File: src/rtl/priority_irq_latch.sv
// -----------------------------------------------------------------------------
// priority_irq_latch
//
// Purpose:
//   Interrupt-style request capture stage. Rising edges on N raw request lines
//   are latched as pending bits. The highest-priority unmasked pending source
//   (bit 0 highest) is presented as a CW-bit code on a valid/ready handshake.
//   Acceptance clears that source's pending bit. A source that re-fires while
//   its earlier request is still pending sets a sticky overflow flag.
//
// Ports:
//   clk       in   1   system clock, rising edge
//   rst_n     in   1   synchronous active-low reset
//   din       in   N   raw request lines (level, synchronous to clk)
//   mask      in   N   1 = source excluded from selection (still latched)
//   ready     in   1   consumer accepts the presented code this cycle
//   ovf_clr   in   1   clears all overflow flags
//   code      out  CW  selected source index
//   valid     out  1   code is valid
//   pending   out  N   latched, not-yet-accepted requests
//   overflow  out  N   sticky per-source overflow flags
// -----------------------------------------------------------------------------
module priority_irq_latch #(
    parameter int N  = 8,
    parameter int CW = 3
) (
    input  logic          clk,
    input  logic          rst_n,
    input  logic [N-1:0]  din,
    input  logic [N-1:0]  mask,
    input  logic          ready,
    input  logic          ovf_clr,
    output logic [CW-1:0] code,
    output logic          valid,
    output logic [N-1:0]  pending,
    output logic [N-1:0]  overflow
);

    logic [N-1:0]  r_din_q;
    logic [N-1:0]  r_pending;
    logic [N-1:0]  r_overflow;
    logic [CW-1:0] r_code;
    logic          r_valid;

    logic [N-1:0]  w_rise;
    logic          w_accept;
    logic [N-1:0]  w_clr;
    logic [N-1:0]  w_pending_next;
    logic [N-1:0]  w_ovf_event;
    logic [N-1:0]  w_overflow_next;
    logic [N-1:0]  w_elig;
    logic [CW-1:0] w_sel_idx;
    logic          w_sel_any;
    logic          w_out_load;

    assign w_rise   = din & ~r_din_q;
    assign w_accept = r_valid & ready;

    // One-hot clear of the source whose code is being accepted this cycle.
    generate
        for (genvar gi = 0; gi < N; gi++) begin : g_clr
            assign w_clr[gi] = w_accept && (r_code == CW'(gi));
        end
    endgenerate

    // A rise in the same cycle as the clear re-arms the bit (set wins).
    assign w_pending_next = (r_pending & ~w_clr) | w_rise;

    // Re-fire of a source that stays pending counts as overflow; a re-fire
    // coinciding with its own acceptance is a fresh request, not an overflow.
    assign w_ovf_event     = w_rise & r_pending & ~w_clr;
    assign w_overflow_next = (ovf_clr ? '0 : r_overflow) | w_ovf_event;

    // The source being accepted is dropped so it is not presented twice.
    assign w_elig = r_pending & ~mask & ~w_clr;

    // Lowest set index wins: scan downward so the last hit is the lowest.
    always_comb begin
        w_sel_idx = '0;
        for (int i = N - 1; i >= 0; i--) begin
            if (w_elig[i]) begin
                w_sel_idx = CW'(i);
            end
        end
    end

    assign w_sel_any = |w_elig;

    // Output stage only moves when empty or being drained: no retraction,
    // no preemption of a code the consumer has not yet taken.
    assign w_out_load = ~r_valid | w_accept;

    always_ff @(posedge clk) begin
        if (!rst_n) begin
            // Capturing din here stops lines already high at reset release
            // from being seen as rising edges.
            r_din_q    <= din;
            r_pending  <= '0;
            r_overflow <= '0;
            r_code     <= '0;
            r_valid    <= 1'b0;
        end else begin
            r_din_q    <= din;
            r_pending  <= w_pending_next;
            r_overflow <= w_overflow_next;
            if (w_out_load) begin
                r_valid <= w_sel_any;
                if (w_sel_any) begin
                    r_code <= w_sel_idx;
                end
            end
        end
    end

    assign code     = r_code;
    assign valid    = r_valid;
    assign pending  = r_pending;
    assign overflow = r_overflow;

endmodule

File: config.mk
export PLATFORM = sky130hd
export DESIGN_NAME = priority_irq_latch
export DESIGN_NICKNAME = d
export VERILOG_FILES = /design/src/rtl/priority_irq_latch.sv
export SDC_FILE = /design/constraint.sdc
export NUM_CORES = 1
export LEC_CHECK = 0
export ABC_CLOCK_PERIOD_IN_PS = 2200
export CORE_MARGIN = 4
export CORE_UTILIZATION = 40
export DETAILED_ROUTE_END_ITERATION = 8
export GPL_ROUTABILITY_DRIVEN = 0
export PLACE_DENSITY = 0.72
export SLEW_MARGIN = 15
export SYNTH_ARGS = -nofsm -noshare
export SYNTH_HDL_FRONTEND = slang
export SYNTH_SLANG_ARGS = --single-unit
export TNS_END_PERCENT = 20
File: constraint.sdc
create_clock -name clk -period 2.2 [get_ports clk]
set_input_delay 0.33 -clock clk [delete_from_list [all_inputs] [get_ports clk]]
set_output_delay 0.33 -clock clk [all_outputs]
set_load 0.02 [all_outputs]
==> flow_summary.yaml, run 1 <==
worst_setup_path:
  slowest_delay_ns: 0.54
  critical_path_class: "input pin to flip-flop"
  worstReg2RegEnd: "code[1]"
  cp_num_buf_inv: 1
  r2r_start: "code[0]"
  rr_worst_depth: 5
  critPathTopFamily: "compound AO/OA/AOI/OAI gates"
  crit_chain: "clkdlybuf4s50_1 > or3b_4 > o21ai_2 > o2111a_2 > nor2_1 > o221a_1"
  rrSetupSlack_ns: 0.54
  end_kind: "flip-flop"
  cp_max_fo: 5
  cp_data_required_time_ns: 2.43
  critical_path_arrival_ns: 2.02
  worst_setup_path_start_kind: "input pin"
  cp_slowest_cell: "clkdlybuf4s50_1"
pwr:
  finalPower_mw: 1.03
  swShare: 0.264
  netSwitchingPower_mw: 0.272
  power_leakage_nw: 0.576
  p_int_mw: 0.756
  vdd_ir_drop_max_v: 0.000396
  p_per_area_nw_per_um2: 651
  p_comb_frac: 0.221
  clkPwrFrac: 0.236
  seqPwrFrac: 0.544
floorplanning:
  num_rows: 18
  start_util: 0.429
  die_area_um2: 3630
  dieHeight_um: 60.2
  die_w_um: 60.2
  fp.coreArea_um2: 2540
  io_pins: 40
timing:
  tightest_slew_ns: 0.401
  finalCriticalPeriod_ns: 1.80
  hold_violations: 0
  final_max_slew_viol_count: 0
  slew_headroom: 0.730
  rsz0062_at_grt: "false"
  hold_slack_ns: 0.473
  setup_viol: 0
  finClkSkew_ns: 0.00600
  max_freq_mhz: 557
  period_share: 0.817
  finalSetupTns_ns: 0
global_routing:
  grt_pass1_wl_mm: 4.17
  overflow: 0
  grt_pass1_vias: 1017
  grt_usage: 0.153
  grt_start_max_net_pins: 16
  antenna_found_initial: 0
synthesis:
  seq_area_frac_synth: 0.514
  yosysUniqueCellTypes: 25
  syn_area_um2: 1090
  syn_inst: 119
  yosysWarnings: 0
  ys_ff_latch: 28
  syn_avg_cell_area_um2: 9.17
  syn_nets: 139
clocking:
  clockRootBuffer: "clkbuf_4"
  worst_skew_pair.late_latency_ns: 0.32
  h-tree-depth: 1
  post_cts_buffers: 0
  cts.clk_slew.worst_paths_ns: 0.14
  cts_buffer_depth: 2
  ctsResizeCount: 0
  cts.sinks: 28
  cts_inserted_buffers: 3
  cts_tree: "yes"
  cts-hold-fix-buffers: 0
placement:
  numPlacedInstances: 190
  dpl.hpwl_mm: 1.98
  io_buffers: 39
drt:
  drc: 0
  drt_iter0_drc: 23
  wl_mm: 2.55
  vias_per_cell: 5.13
  drt_pass1_iterations: 4
  antenna_left: 0
  vias: 996
  wl_per_cell_um: 13.2
final_layout:
  diodes: 0
  n_fill_cell: 243
  multiInputGateArea_um2: 515
  area_delta_synth_final_pct: 44.6
  finish.utilization: 0.620
  fin_cells: 194
  drive_gt1_frac: 0.0976
  nNetsFinal: 185
  seq_area_um2: 561
worst_hold_path:
  holdCritStartpoint: "din[6]"
  min_path_cells: 1
  whs_endpoint: "r_din_q[6]"
  hold_path_class: "input pin to flip-flop"
run:
  drv_cap: 0
status:
  status: "complete, no violations"
## state kept, by name, indices dropped and copies added (netlist names)
name      cells
code          3
overflow      8
pending       8
r_din_q       8
valid         1
## layout by cell type (no fill, tap or decap), drive strengths merged
master / instances
nand3: 2
clkdlybuf4s50: 39
nand3b: 2
a21oi: 15
nand2: 4
nor2: 14
nor2b: 6
o21ai: 16
o2111a: 2
buf: 4
clkbuf: 4
a21o: 1
o21a: 3
a31oi: 2
o2bb2ai: 2
and2b: 1
o221ai: 1
dfxtp: 28
or3b: 1
inv: 2
o22ai: 2
o221a: 2
nand2b: 9
and2: 2
## power groups by stage
stage	Sequential, mW	Combinational [mW]	Clock (mW)
after global routing	0.564	0.244	0.278
after CTS	0.559	0.229	0.255
after detailed placement	0.570	0.227	0
after global placement	0.569	0.225	0
after floorplan	0.595	0.0910	0
final	0.559	0.227	0.242
## layout make-up
cell class,instances,share of cell area
tap,30,0.0238
clock buffer,4,0.0230
sequential,28,0.355
inverter,2,0.00476
multi-input combinational,87,0.327
timing repair buffer,43,0.266
## cells by family (layout without fill, tap and decap cells)
kind of cell | Yosys count | after routing | share of synthesized area
compound gates | 46 | 46 | 0.272
simple gates | 41 | 41 | 0.201
flops | 28 | 28 | 0.514
buf+inv | 4 | 49 | 0.0138
## worst max-delay path by stage
stage / end / from / cells after the start / slack (ns)
2_1_floorplan: code[1] / valid / 5 / 0.56
3_3_place_gp: code[1] / ready / 6 / 0.12
3_5_place_dp: code[2] / ready / 6 / 0.06
4_1_cts: code[2] / ready / 6 / 0.42
5_1_grt: code[1] / ready / 6 / 0.35
6_report: code[2] / ready / 6 / 0.40
## cells in the mapped netlist
cell type  instances  area [µm²]
o221a_1            2        22.5
o2111a_2           2        25.0
inv_1              2        7.51
o21a_1             3        22.5
a21o_2             1        8.76
a21oi_2            1        8.76
nor2b_1            6        37.5
o2bb2ai_1          2        17.5
nand3b_1           2        15.0
and2_1             2        12.5
o221ai_1           1        8.76
o21ai_0           13        65.1
o22ai_1            2        12.5
or3b_4             1        11.3
o21ai_1            1        5.00
a31oi_1            2        12.5
o21ai_2            2        17.5
nand2b_1           9        56.3
nor2_1            14        52.6
dfxtp_1           28         561
nand2_1            4        15.0
nand3_1            2        10.0
and2b_2            1        8.76
a21oi_1           14        70.1
clkbuf_1           2        7.51
## per-layer routing
layer,share of wire,global-route usage,wire [µm],vias to the layer above
met5,0,0,0,-
met4,0.0074,0.0475,19,0
met1,0.49,0.201,1240,458
met3,0.039,0.0259,100,2
li1,-,-,-,515
met2,0.47,0.253,1190,21
## metrics by stage
stage | cell area (µm²) | setup slack [ns]
after global routing | 1580 | 0.352
after CTS | 1580 | 0.415
after floorplan | 1090 | 0.561
final | 1580 | 0.403
after global placement | 1540 | 0.115
after detailed placement | 1540 | 0.0583
Power figures use the tool's default switching activity.
==> inputs of run 2 (changes only) <==
--- a/config.mk
+++ b/config.mk
@@ -5,12 +5,12 @@
 export SDC_FILE = /design/constraint.sdc
 export NUM_CORES = 1
 export LEC_CHECK = 0
-export ABC_CLOCK_PERIOD_IN_PS = 2200
+export ABC_CLOCK_PERIOD_IN_PS = 1600
 export CORE_MARGIN = 4
-export CORE_UTILIZATION = 40
+export CORE_UTILIZATION = 39
 export DETAILED_ROUTE_END_ITERATION = 8
 export GPL_ROUTABILITY_DRIVEN = 0
-export PLACE_DENSITY = 0.72
+export PLACE_DENSITY = 0.73
 export SLEW_MARGIN = 15
 export SYNTH_ARGS = -nofsm -noshare
 export SYNTH_HDL_FRONTEND = slang
==> constraint.sdc (replaced) <==
create_clock -name clk -period 1.6 [get_ports clk]
set_input_delay 0.24 -clock clk [delete_from_list [all_inputs] [get_ports clk]]
set_output_delay 0.24 -clock clk [all_outputs]
set_load 0.02 [all_outputs]
==> flow_summary.yaml, run 2 (synthesis gave the netlist of run 1 again) <==
status:
  status: "complete, no violations"
timing:
  tightest_slew_ns: 0.334
  finClkSkew_ns: 0.00545
  hold_violations: 0
  finalCriticalPeriod_ns: 1.60
  slew_headroom: 0.777
  period_share: 0.997
  final_max_slew_viol_count: 0
  rsz0062_at_grt: "true"
  setup_viol: 0
  max_freq_mhz: 627
pwr:
  p_per_area_nw_per_um2: 866
  clkPwrFrac: 0.242
  p_comb_frac: 0.226
  power_leakage_nw: 0.771
  vdd_ir_drop_max_v: 0.000530
  seqPwrFrac: 0.532
  netSwitchingPower_mw: 0.400
  p_int_mw: 1.05
  swShare: 0.276
floorplanning:
  num_rows: 18
  start_util: 0.425
  io_pins: 40
  die_w_um: 60.9
  fp.coreArea_um2: 2570
  die_area_um2: 3710
  dieHeight_um: 60.9
clocking:
  cts_tree: "yes"
  cts.clk_slew.worst_paths_ns: 0.15
  cts_buffer_depth: 2
  post_cts_buffers: 0
  cts_inserted_buffers: 3
  cts.sinks: 28
  h-tree-depth: 1
  clockRootBuffer: "clkbuf_4"
  worst_skew_pair.late_latency_ns: 0.33
global_routing:
  antenna_found_initial: 0
  overflow: 0
  grt_usage: 0.167
  grt_pass1_wl_mm: 4.57
  grt_pass1_vias: 1042
  grt_start_max_net_pins: 16
final_layout:
  diodes: 0
  area_delta_synth_final_pct: 53.2
  fin_area_um2: 1670
  drive_gt1_frac: 0.158
  nNetsFinal: 192
  final_common_cell: "clkdlybuf4s50_1"
  finish.utilization: 0.651
  multiInputGateArea_um2: 529
  n_fill_cell: 216
  seq_area_um2: 566
  mostFrequentLayoutCells: "27 x clkdlybuf4s50_1, 26 x dfxtp_1, 14 x nor2_1, 14 x a21oi_1, 11 x buf_4"
drt:
  vias_per_cell: 5.17
  wl_per_cell_um: 14.0
  drt_iter0_drc: 33
  vias: 1040
  drc: 0
  drt_pass1_iterations: 4
  antenna_left: 0
  wl_mm: 2.82
worst_setup_path:
  critical_path_class: "flip-flop to flip-flop"
  critical_path_arrival_ns: 1.83
  end_kind: "flip-flop"
  worst_setup_path_start_kind: "flip-flop"
  crit_path_start: "code[1]"
  cp_max_fo: 6
  r2r_start: "code[1]"
  cp_data_required_time_ns: 1.84
placement:
  dpl.hpwl_mm: 2.09
  io_buffers: 39
  place_area_um2: 1600
worst_hold_path:
  hold_path_class: "input pin to flip-flop"
  holdCritStartpoint: "din[7]"
run:
  drv_cap: 0
## run 2: path summary, 6_finish.rpt
| kind | to | cells after the start | slack, ns |
|---|---|---|---|
| setup / recovery | code[1] | 5 | 0.005 |
| hold / removal | r_din_q[7] | 1 | 0.36 |
| setup reg to reg | code[1] | 5 | 0.005 |
| hold reg to reg | overflow[1] | 2 | 0.51 |
## run 2: repair_timing
item                       CTS  global route
pin swaps                    0             1
gates cloned                 0             0
resized for setup            3            16
hold buffers                 0             0
setup endpoints to repair    5            14
## run 2: power by group through the flow
stage / Sequential, mW / Combinational, mW / Clock (mW)
final: 0.771 / 0.327 / 0.351
after global routing: 0.778 / 0.353 / 0.380
after CTS: 0.771 / 0.326 / 0.349
after detailed placement: 0.785 / 0.327 / 0
after global placement: 0.783 / 0.323 / 0
after floorplan: 0.818 / 0.126 / 0
## run 2: area by class of cell
| cell class | instances | share of cell area |
|---|---|---|
| timing repair buffer | 50 | 0.296 |
| clock buffer | 4 | 0.0217 |
| tap | 30 | 0.0225 |
| inverter | 2 | 0.00449 |
| sequential | 28 | 0.338 |
| multi-input combinational | 87 | 0.317 |
## run 2: stage by stage
stage	cells	setup TNS, ns	setup slack, ns	hold slack (ns)	power, mW
after CTS	201	0	0.00171	0.368	1.45
after floorplan	119	0	0.00973	0.268	0.944
after global routing	201	-0.143	-0.0525	0.359	1.51
final	201	0	0.00476	0.364	1.45
after global placement	197	-2.47	-0.386	0.471	1.11
after detailed placement	197	-2.85	-0.428	0.483	1.11
## run 2: layer usage
layer	track usage	share of wire	up-vias
met1	0.218	0.45	465
met2	0.276	0.47	37
met4	0.0557	0.011	0
li1	-	-	533
met3	0.0298	0.062	5
met5	0	0	-
## run 2: worst max-delay path, stage by stage (launching register included)
cell and delay (ns):
dfxtp_2 0.38, or3b_4 0.44, o21ai_4 0.17, o2111a_2 0.25, a21oi_2 0.06, o221a_1 0.21
